**src/rtl/reorder_buffer_mc.sv**
```systemverilog
// reorder_buffer_mc: multi-channel in-order reorder buffer.
// Allocates in program order, accepts NUM_WB writebacks per cycle and retires one
// entry per cycle (register write, branch resolution or store release). A branch
// whose outcome differs from its prediction flushes the buffer and redirects fetch.
// Optional feature macro: ROB_FWD_EN -- when defined, operand lookups also see
// same-cycle writebacks; when undefined they reflect stored state only.
module reorder_buffer_mc #(
  parameter int ROB_WIDTH   = 4,
  parameter int NUM_WB      = 2,
  parameter int FULL_MARGIN = 2
) (
  input  logic                        clockIn,
  input  logic                        resetIn,
  output logic                        clear,
  output logic [31:0]                 newPc,
  input  logic [NUM_WB-1:0]           wbValid,
  input  logic [NUM_WB*ROB_WIDTH-1:0] wbRobIndex,
  input  logic [NUM_WB*32-1:0]        wbValue,
  input  logic                        addValid,
  input  logic [1:0]                  addType,
  input  logic                        addReady,
  input  logic [31:0]                 addValue,
  input  logic                        addJump,
  input  logic [4:0]                  addDest,
  input  logic [31:0]                 addAddr,
  output logic                        full,
  output logic [ROB_WIDTH-1:0]        next,
  output logic [ROB_WIDTH-1:0]        robBeginId,
  output logic                        storeCommit,
  output logic [ROB_WIDTH-1:0]        storeRobId,
  output logic                        regUpdateValid,
  output logic [4:0]                  regUpdateDest,
  output logic [31:0]                 regValue,
  output logic [ROB_WIDTH-1:0]        regUpdateRobId,
  input  logic [ROB_WIDTH-1:0]        rs1Dep,
  input  logic [ROB_WIDTH-1:0]        rs2Dep,
  output logic                        rs1Ready,
  output logic                        rs2Ready,
  output logic [31:0]                 rs1Value,
  output logic [31:0]                 rs2Value
);

  localparam int ROB_SIZE = 2 ** ROB_WIDTH;
  localparam logic [ROB_WIDTH:0] SIZE_C = (ROB_WIDTH + 1)'(ROB_SIZE);
  localparam logic [ROB_WIDTH:0] FULL_C = (ROB_WIDTH + 1)'(ROB_SIZE - FULL_MARGIN);

  typedef logic [ROB_WIDTH-1:0] idx_t;

  typedef enum logic [1:0] {
    ROB_REG    = 2'b00,
    ROB_BRANCH = 2'b01,
    ROB_STORE  = 2'b10,
    ROB_RSVD   = 2'b11
  } rob_type_e;

  typedef struct packed {
    rob_type_e   kind;
    logic        jump;
    logic [4:0]  dest;
    logic [31:0] value;
    logic [31:0] addr;
  } rob_entry_t;

  // Entry status bits (reset) and entry payload (no reset)
  logic [ROB_SIZE-1:0] valid_q, valid_d;
  logic [ROB_SIZE-1:0] ready_q, ready_d;
  rob_entry_t          entry_q [ROB_SIZE];
  rob_entry_t          entry_d [ROB_SIZE];

  // Pointers and occupancy
  idx_t               head_q, head_d;
  idx_t               tail_q, tail_d;
  logic [ROB_WIDTH:0] count_q, count_d;

  // Registered outputs
  logic        clear_q, clear_d;
  logic [31:0] new_pc_q, new_pc_d;
  logic        reg_update_valid_q, reg_update_valid_d;
  logic [4:0]  reg_update_dest_q, reg_update_dest_d;
  logic [31:0] reg_value_q, reg_value_d;
  idx_t        reg_update_rob_id_q, reg_update_rob_id_d;
  logic        store_commit_q, store_commit_d;
  idx_t        store_rob_id_q, store_rob_id_d;

  // Per-cycle decisions
  logic do_alloc;
  logic do_retire;
  logic mispredict;
  idx_t wb_idx;

  // Next-state: writebacks, in-order retire, allocation and mispredict flush
  always_comb begin
    // NOTE: every variable gets a default first so no path through this block leaves one unassigned (no latches).
    valid_d             = valid_q;
    ready_d             = ready_q;
    entry_d             = entry_q;
    head_d              = head_q;
    tail_d              = tail_q;
    count_d             = count_q;
    clear_d             = 1'b0;
    new_pc_d            = new_pc_q;
    reg_update_valid_d  = 1'b0;
    reg_update_dest_d   = reg_update_dest_q;
    reg_value_d         = reg_value_q;
    reg_update_rob_id_d = reg_update_rob_id_q;
    store_commit_d      = 1'b0;
    store_rob_id_d      = store_rob_id_q;
    do_alloc            = 1'b0;
    do_retire           = 1'b0;
    mispredict          = 1'b0;
    wb_idx              = '0;

    // Nothing moves during the flush cycle.
    if (!clear_q) begin
      // Ascending channel order: the highest channel writing an index wins.
      for (int k = 0; k < NUM_WB; k++) begin
        wb_idx = wbRobIndex[k*ROB_WIDTH +: ROB_WIDTH];
        if (wbValid[k] && valid_q[wb_idx]) begin
          entry_d[wb_idx].value = wbValue[k*32 +: 32];
          ready_d[wb_idx]       = 1'b1;
        end
      end

      // Retire looks at stored readiness only, so a writeback retires next cycle at the earliest.
      if (valid_q[head_q] && ready_q[head_q]) begin
        do_retire       = 1'b1;
        valid_d[head_q] = 1'b0;
        head_d          = head_q + 1'b1;
        case (entry_q[head_q].kind)
          ROB_BRANCH: begin
            if (entry_q[head_q].value[0] != entry_q[head_q].jump) begin
              mispredict = 1'b1;
            end
          end
          ROB_STORE: begin
            store_commit_d = 1'b1;
            store_rob_id_d = head_q;
          end
          default: begin
            reg_update_valid_d  = 1'b1;
            reg_update_dest_d   = entry_q[head_q].dest;
            reg_value_d         = entry_q[head_q].value;
            reg_update_rob_id_d = head_q;
          end
        endcase
      end

      // A mispredict in the same cycle discards the incoming allocation.
      do_alloc = addValid && (count_q < SIZE_C) && !mispredict;
      if (do_alloc) begin
        valid_d[tail_q] = 1'b1;
        ready_d[tail_q] = addReady;
        // The reserved type behaves as a register write to x0.
        entry_d[tail_q] = '{
          kind:  (addType == 2'b11) ? ROB_REG : rob_type_e'(addType),
          jump:  addJump,
          dest:  (addType == 2'b11) ? 5'd0 : addDest,
          value: addValue,
          addr:  addAddr
        };
        tail_d = tail_q + 1'b1;
      end

      case ({do_alloc, do_retire})
        2'b10:   count_d = count_q + 1'b1;
        2'b01:   count_d = count_q - 1'b1;
        default: count_d = count_q;
      endcase

      if (mispredict) begin
        valid_d  = '0;
        head_d   = '0;
        tail_d   = '0;
        count_d  = '0;
        clear_d  = 1'b1;
        new_pc_d = entry_q[head_q].addr;
      end
    end
  end

  // Control state and registered outputs, asynchronously cleared
  always_ff @(posedge clockIn or posedge resetIn) begin
    if (resetIn) begin
      valid_q             <= '0;
      ready_q             <= '0;
      head_q              <= '0;
      tail_q              <= '0;
      count_q             <= '0;
      clear_q             <= 1'b0;
      new_pc_q            <= '0;
      reg_update_valid_q  <= 1'b0;
      reg_update_dest_q   <= '0;
      reg_value_q         <= '0;
      reg_update_rob_id_q <= '0;
      store_commit_q      <= 1'b0;
      store_rob_id_q      <= '0;
    end else begin
      // NOTE: sequential state uses non-blocking assignments so every flop samples pre-edge values.
      valid_q             <= valid_d;
      ready_q             <= ready_d;
      head_q              <= head_d;
      tail_q              <= tail_d;
      count_q             <= count_d;
      clear_q             <= clear_d;
      new_pc_q            <= new_pc_d;
      reg_update_valid_q  <= reg_update_valid_d;
      reg_update_dest_q   <= reg_update_dest_d;
      reg_value_q         <= reg_value_d;
      reg_update_rob_id_q <= reg_update_rob_id_d;
      store_commit_q      <= store_commit_d;
      store_rob_id_q      <= store_rob_id_d;
    end
  end

  // Entry payload storage
  always_ff @(posedge clockIn) begin
    // NOTE: payload is not reset; the valid bits gate every use of it, so the array can map to plain RAM.
    entry_q <= entry_d;
  end

  // Operand tag lookup for the two source ports
  idx_t        lk_dep   [2];
  logic        lk_ready [2];
  logic [31:0] lk_value [2];

  assign lk_dep[0] = rs1Dep;
  assign lk_dep[1] = rs2Dep;

  // Stored-state lookup, optionally overlaid with same-cycle writebacks
  always_comb begin
    for (int p = 0; p < 2; p++) begin
      lk_ready[p] = valid_q[lk_dep[p]] & ready_q[lk_dep[p]];
      lk_value[p] = entry_q[lk_dep[p]].value;
`ifdef ROB_FWD_EN
      for (int k = 0; k < NUM_WB; k++) begin
        if (wbValid[k] && !clear_q && valid_q[lk_dep[p]] &&
            (wbRobIndex[k*ROB_WIDTH +: ROB_WIDTH] == lk_dep[p])) begin
          lk_ready[p] = 1'b1;
          lk_value[p] = wbValue[k*32 +: 32];
        end
      end
`endif
    end
  end

  assign rs1Ready       = lk_ready[0];
  assign rs2Ready       = lk_ready[1];
  assign rs1Value       = lk_value[0];
  assign rs2Value       = lk_value[1];

  assign clear          = clear_q;
  assign newPc          = new_pc_q;
  assign full           = (count_q >= FULL_C);
  assign next           = tail_q;
  assign robBeginId     = head_q;
  assign storeCommit    = store_commit_q;
  assign storeRobId     = store_rob_id_q;
  assign regUpdateValid = reg_update_valid_q;
  assign regUpdateDest  = reg_update_dest_q;
  assign regValue       = reg_value_q;
  assign regUpdateRobId = reg_update_rob_id_q;

endmodule

```
**config.mk**
```make
export PLATFORM = sky130hd
export DESIGN_NAME = reorder_buffer_mc
export DESIGN_NICKNAME = d
export VERILOG_FILES = /design/src/rtl/reorder_buffer_mc.sv
export SDC_FILE = /design/constraint.sdc
export NUM_CORES = 2
export LEC_CHECK = 0
export ABC_AREA = 1
export CAP_MARGIN = 30
export CORE_ASPECT_RATIO = 1.5
export CORE_MARGIN = 2
export CORE_UTILIZATION = 25
export DETAILED_ROUTE_END_ITERATION = 8
export MAX_ROUTING_LAYER = met4
export REMOVE_ABC_BUFFERS = 1
export SETUP_SLACK_MARGIN = 0.1
export SYNTH_ARGS = -nofsm -noshare
export SYNTH_HDL_FRONTEND = slang
export SYNTH_SLANG_ARGS = --single-unit
```
**constraint.sdc**
```tcl
create_clock -name clockIn -period 18.4 [get_ports clockIn]
set_input_delay 4.6 -clock clockIn [delete_from_list [all_inputs] [get_ports clockIn]]
set_output_delay 4.6 -clock clockIn [all_outputs]
set_load 0.01 [all_outputs]
```
; Yosys cells after proc, flatten, opt, wreduce, memory -nomap -nowiden
; Index checks and enable logic that the tools add are counted.
[totals]
wordCells = 241
regBits = 1277
output_inout_bits = 155
[classes]
n_bitwise = 15
mux = 79
n_lt_le_gt_ge = 21
n_reduce_logical = 23
n_eq_ne = 6
add_sub_neg = 4
[op_table]
columns = op, n
row1 = $mux W1152, 5
row2 = $bwmux W1152, 3
row3 = $bmux W72 S4, 3
row4 = $demux W72 S4, 3
row5 = $mux W64, 6
row6 = $mux W72, 3
row7 = $mux W16, 9
row8 = $or A16 B16 Y16, 3
row9 = $bmux W1 S4, 8
row10 = $ge A5 B5 Y1 const B, 6
row11 = $lt A4 B5 Y1 const B, 6
row12 = $not A4 Y5, 6
row13 = $mux W1, 26
row14 = $and A16 B16 Y16, 1
row15 = $bwmux W16, 1
row16 = $demux W1 S4, 4
row17 = $ge A4 B1 Y1 const B, 4
row18 = $mux W4, 4
row19 = $not A16 Y16, 1
row20 = $lt A5 B1 Y1 const B, 3
row21 = $logic_and A1 B1 Y1, 12
row22 = $mux W5, 2
row23 = $pmux W5 S2, 1
row24 = $add A4 B1 Y4 const B, 2
row25 = 16 further kinds, 26

; Depth between registers and ports, before layout
[depth]
ltp_word = 14
depth_mapped = 28

; Least setup slack after synthesis
; Ideal clock, no wire load.
[synth_timing]
kind = register to register
startpoint = register clear_q (netlist: clear)
endpoint = register ready_q[0]
setup_time_ns = 0.119
slack_ns = 2.717
period_less_slack_ns = 15.683
t_arrival_ns = 15.564
stages_incl_launch_ff = 5
n_path_buf = 1
required_time_ns = 18.281
cell_sequence = dfrtp_1 inv_1 clkbuf_1 o211ai_1 nand2_1
[synth_lines]
columns = element, line
row1 = "start, declared", 76  ; logic clear_q, clear_d;
row2 = "start signal, assigned", 204  ; clear_q <= clear_d;
row3 = "end signal, assigned", 200  ; ready_q <= ready_d;
row4 = "end, declared", 66  ; logic [ROB_SIZE-1:0] ready_q, ready_d;

; Worst setup path in the final report
[layout_timing]
startpoint = input port rs2Dep[0]
endpoint = output port rs2Value[25]
[layout_between]
elab_chain_len = 4
[layout_rtl]
columns = element, line
row1 = "start, declared", 36  ; input logic [ROB_WIDTH-1:0] rs2Dep,
row2 = $not A4 Y5 (not written as such), 233  ; lk_value[p] = entry_q[lk_dep[p]].value;
row3 = $bmux W72 S4, 233
row4 = $mux W64 (not written as such) (2 in a row), 233
row5 = "end, declared", 40  ; output logic [31:0] rs2Value
; Every way passes these cells. The select of a mux whose other input is x is not followed.

==> metrics <==
number of cells on the worst reg-to-reg path 19; TritonCTS clock tree yes; achievable clock frequency 77.19 MHz; final routed DRC violation total 0; hold-fix buffer count after cts 0; starting density of the core 25.09%; mean post-synth cell area 7.384 um2; utilization of the core after routing ~29%; Clk Latency, worst-skew pair 0.85 ns; proportion of synthesized chip area in sequential cells roughly 46%; Max-cap violations 0; Die Y 701.8 um; via/cell ratio 5.502; number of resized instances in the post-cts repair step 0; startpoint of the tightest hold check path regValue[22]$_DFFE_PP0P_; worst hold endpoint regValue[22]$_DFFE_PP0P_; count of flip-flops with a built-in enable after synthesis 1152; Total Die Area 329300 um2; area grow syn2layout 14.29%; worst reg2reg startpoint robBeginId[2]$_DFFE_PP0P_; worst setup path category in2out; fill count roughly 35k; worst relative slew slack 21.04%; LEAKAGE 36.05 nW; clock share of power 21.8%; element type at the critical path start input port; Hold Path Depth 2; kind of end point of the critical path primary output; Clock Skew 0.05207 ns; count of unique library cells instantiated by Yosys 39; signal arrival time at the worst endpoint 8.36 ns; Slew @ Worst Pin 1.184 ns; via count 82.83k; setup repair after global routing missed its margin false; die width 469.2 um; GP Congestion 0.9184; area occupied by multi-input gates between 30000 and 40000 um2; # port buffers between 300 and 400; largest net degree at the start of global routing just under 200; power density over the cells 151.7 nW/um2; floorplan core area 323500 um2; Max Slew Vio Count 0; Iteration-0 DRC Markers 12.63k; critical register-to-register path endpoint entry_q[996]$_DFFE_PN_; required time of the worst setup path about 14 ns; std cell rows between 200 and 300; boundary pin count 313; path category of the worst min-delay check reg2reg; fin nets 10.80k; flop-to-flop setup slack 11.21 ns; Internal Power about 8 mW; #FFs+latches synth 1277; Final ANT Viol Nets 0; count of final setup violators 0; Ys Warns 0; Post-Synthesis Cell Area 81160 um2; Reg clk slew, reported paths 0.06 ns; number of buffers added by the clock tree synthesis step around 150; Overall Power 14.07 mW; post-route setup TNS 0 ns; dominant register cell in the synthesized netlist edfxtp_1; number of detailed-route iterations in the first pass 7; Logic pwr share a little over two fifths; sequential cell fraction of total power 34.8%; final worst path period share 70.41%; worst-case clock buffer depth 3; result of the run finished, final reports clean; wire length of the first global-routing pass 550300 um; net switching power 6.099 mW; fraction of layout instances using a drive strength above 1 4.705%; switching share of total power 43.35%; clk root buf clkbuf_16; HPWL after detailed placement 219600 um; grt ovf 0; Clock Sinks 1277; final hold violations 0; final critical-path required period 12.96 ns; Max IR drop VDD 0.1260 mV; Total Routing Usage GR 23.44%; number of setup buffers added after CTS 0; total wire length 391600 um; Register Area 37730 um2; initial antenna violation count 48; share of flip-flops with an asynchronous set or reset after synthesis 9.789%; drt wl/cell 26.01 um; CTS HTree Levels 4; Cells after Synth 10.99k; via count of the first global-routing pass 75.96k; Crit Path Max Fanout roughly 110
[power by group through the flow]
| stage | Sequential (mW) | Combinational (mW) | Clock [mW] |
|---|---|---|---|
| finish | 4.90 | 6.11 | 3.07 |
| global route | 4.99 | 6.69 | 3.18 |
| CTS | 4.88 | 5.98 | 3.07 |
| detailed placement | 4.93 | 5.96 | 0 |
| global placement | 4.92 | 5.87 | 0 |
| floorplan | 5.05 | 3.63 | 0 |
[sequential cells by signal, summed over array words and instances, names as in the netlist]
register	cells
valid_q	16
regUpdateRobId	4
regUpdateDest	5
robBeginId	4
regValue	32
regUpdateValid	1
storeRobId	4
newPc	32
entry_q	1152
ready_q	16
clear	1
count_q	5
next	4
storeCommit	1
[metrics by stage]
stage,setup WS [ns],area (um2),instances,hold WS (ns)
5_1_grt,5.393,92730,15040,0.4968
6_report,5.444,92760,15060,0.4800
4_1_cts,5.566,92420,15000,0.4798
2_1_floorplan,-8.461,77070,9985,0.4495
3_5_place_dp,5.569,87580,14730,0.4651
3_3_place_gp,5.573,87320,14710,0.4621
[worst max-delay path by stage]
| stage | start | end | slack [ns] | cells after the start |
|---|---|---|---|---|
| CTS | rs2Dep[0] | rs2Value[9] | 5.57 | 9 |
| finish | rs2Dep[0] | rs2Value[25] | 5.44 | 9 |
| floorplan | robBeginId[0]$_DFFE_PP0P_ | entry_q[864]$_DFFE_PP_ | -8.46 | 11 |
| global placement | rs2Dep[0] | rs2Value[7] | 5.57 | 9 |
| global route | rs2Dep[0] | rs2Value[7] | 5.39 | 9 |
| detailed placement | rs2Dep[0] | rs2Value[9] | 5.57 | 9 |
[Yosys cell counts, types with 11 or more instances]
library cell,instances,share of area [%]
inv_2,11,0.051
nand3_2,11,0.14
o22ai_1,216,1.7
a2111oi_0,30,0.32
buf_1,108,0.50
nand3_1,911,5.6
o21ai_0,1792,11
clkbuf_1,682,3.2
nand4_1,29,0.22
dfrtp_1,125,3.9
nand2_1,1609,7.4
buf_2,207,1.3
ha_1,13,0.20
nor2_1,1427,6.6
o211ai_1,69,0.64
a21boi_0,60,0.55
inv_1,1171,5.4
edfxtp_1,1152,43
a31oi_1,13,0.10
a21oi_1,1294,8.0
[routing by layer]
metal | global-route usage, % | part of all wire, % | vias to the layer above
met5 | - | 0 | -
met4 | 15.02 | 7.0 | 0
met3 | 5.539 | 12 | 1519
met2 | 36.34 | 45 | 6033
met1 | 27.26 | 35 | 38820
li1 | - | - | 36470
[worst max-delay path: stages]
cell,delay [ns]
buf_8,0.24
inv_8,0.47
buf_4,0.85
buf_4,0.68
o21ai_0,0.22
nand3_1,0.10
nand3_1,0.08
nand2_1,0.29
clkdlybuf4s50_1,0.60
[layout by cell type (no fill, tap or decap), types with 11 or more instances in the layout]
master and instances:
a2111oi_0 28, a21boi_0 60, a21oi_1 1294, a31oi_1 13
buf_16 12, buf_4 158, clkbuf_1 46, clkbuf_16 157
clkbuf_8 11, clkdlybuf4s50_1 304, clkinv_1 24, clkinv_2 19
dfrtp_1 122, diode_2 43, edfxtp_1 1152, ha_1 13
inv_1 1153, inv_2 16, nand2_1 1592, nand2_4 13
nand3_1 901, nand3_4 16, nand4_1 29, nor2_1 1406
nor2_4 21, o211ai_1 69, o21ai_0 1792, o22ai_1 216
[logic make-up (layout without fill, tap and decap cells)]
| logic type | after synthesis | after routing | share of synthesized area, % |
|---|---|---|---|
| adders and majority gates | 13 | 13 | 0.2004 |
| AOI/OAI and AO/OA | 3500 | 3500 | 22.54 |
| and+or+nand+nor | 4006 | 4006 | 20.21 |
| other | 0 | 43 | 0 |
| buffers and inverters | 2191 | 1954 | 10.52 |
| xor gates and xnor gates | 5 | 5 | 0.05395 |
| DFF | 1277 | 1277 | 46.48 |
[area by class of cell]
class / instances / share of cell area [%]
Timing Repair Buffer: 493 / 5.227
Sequential cell: 1277 / 40.67
Clock buffer: 214 / 4.585
Tap cell: 4257 / 5.742
Inverter: 1184 / 4.862
Clock inverter: 63 / 0.6407
Antenna cell: 43 / 0.1160
Multi-Input combinational cell: 7524 / 38.15
(Power assumes the default switching activity.)
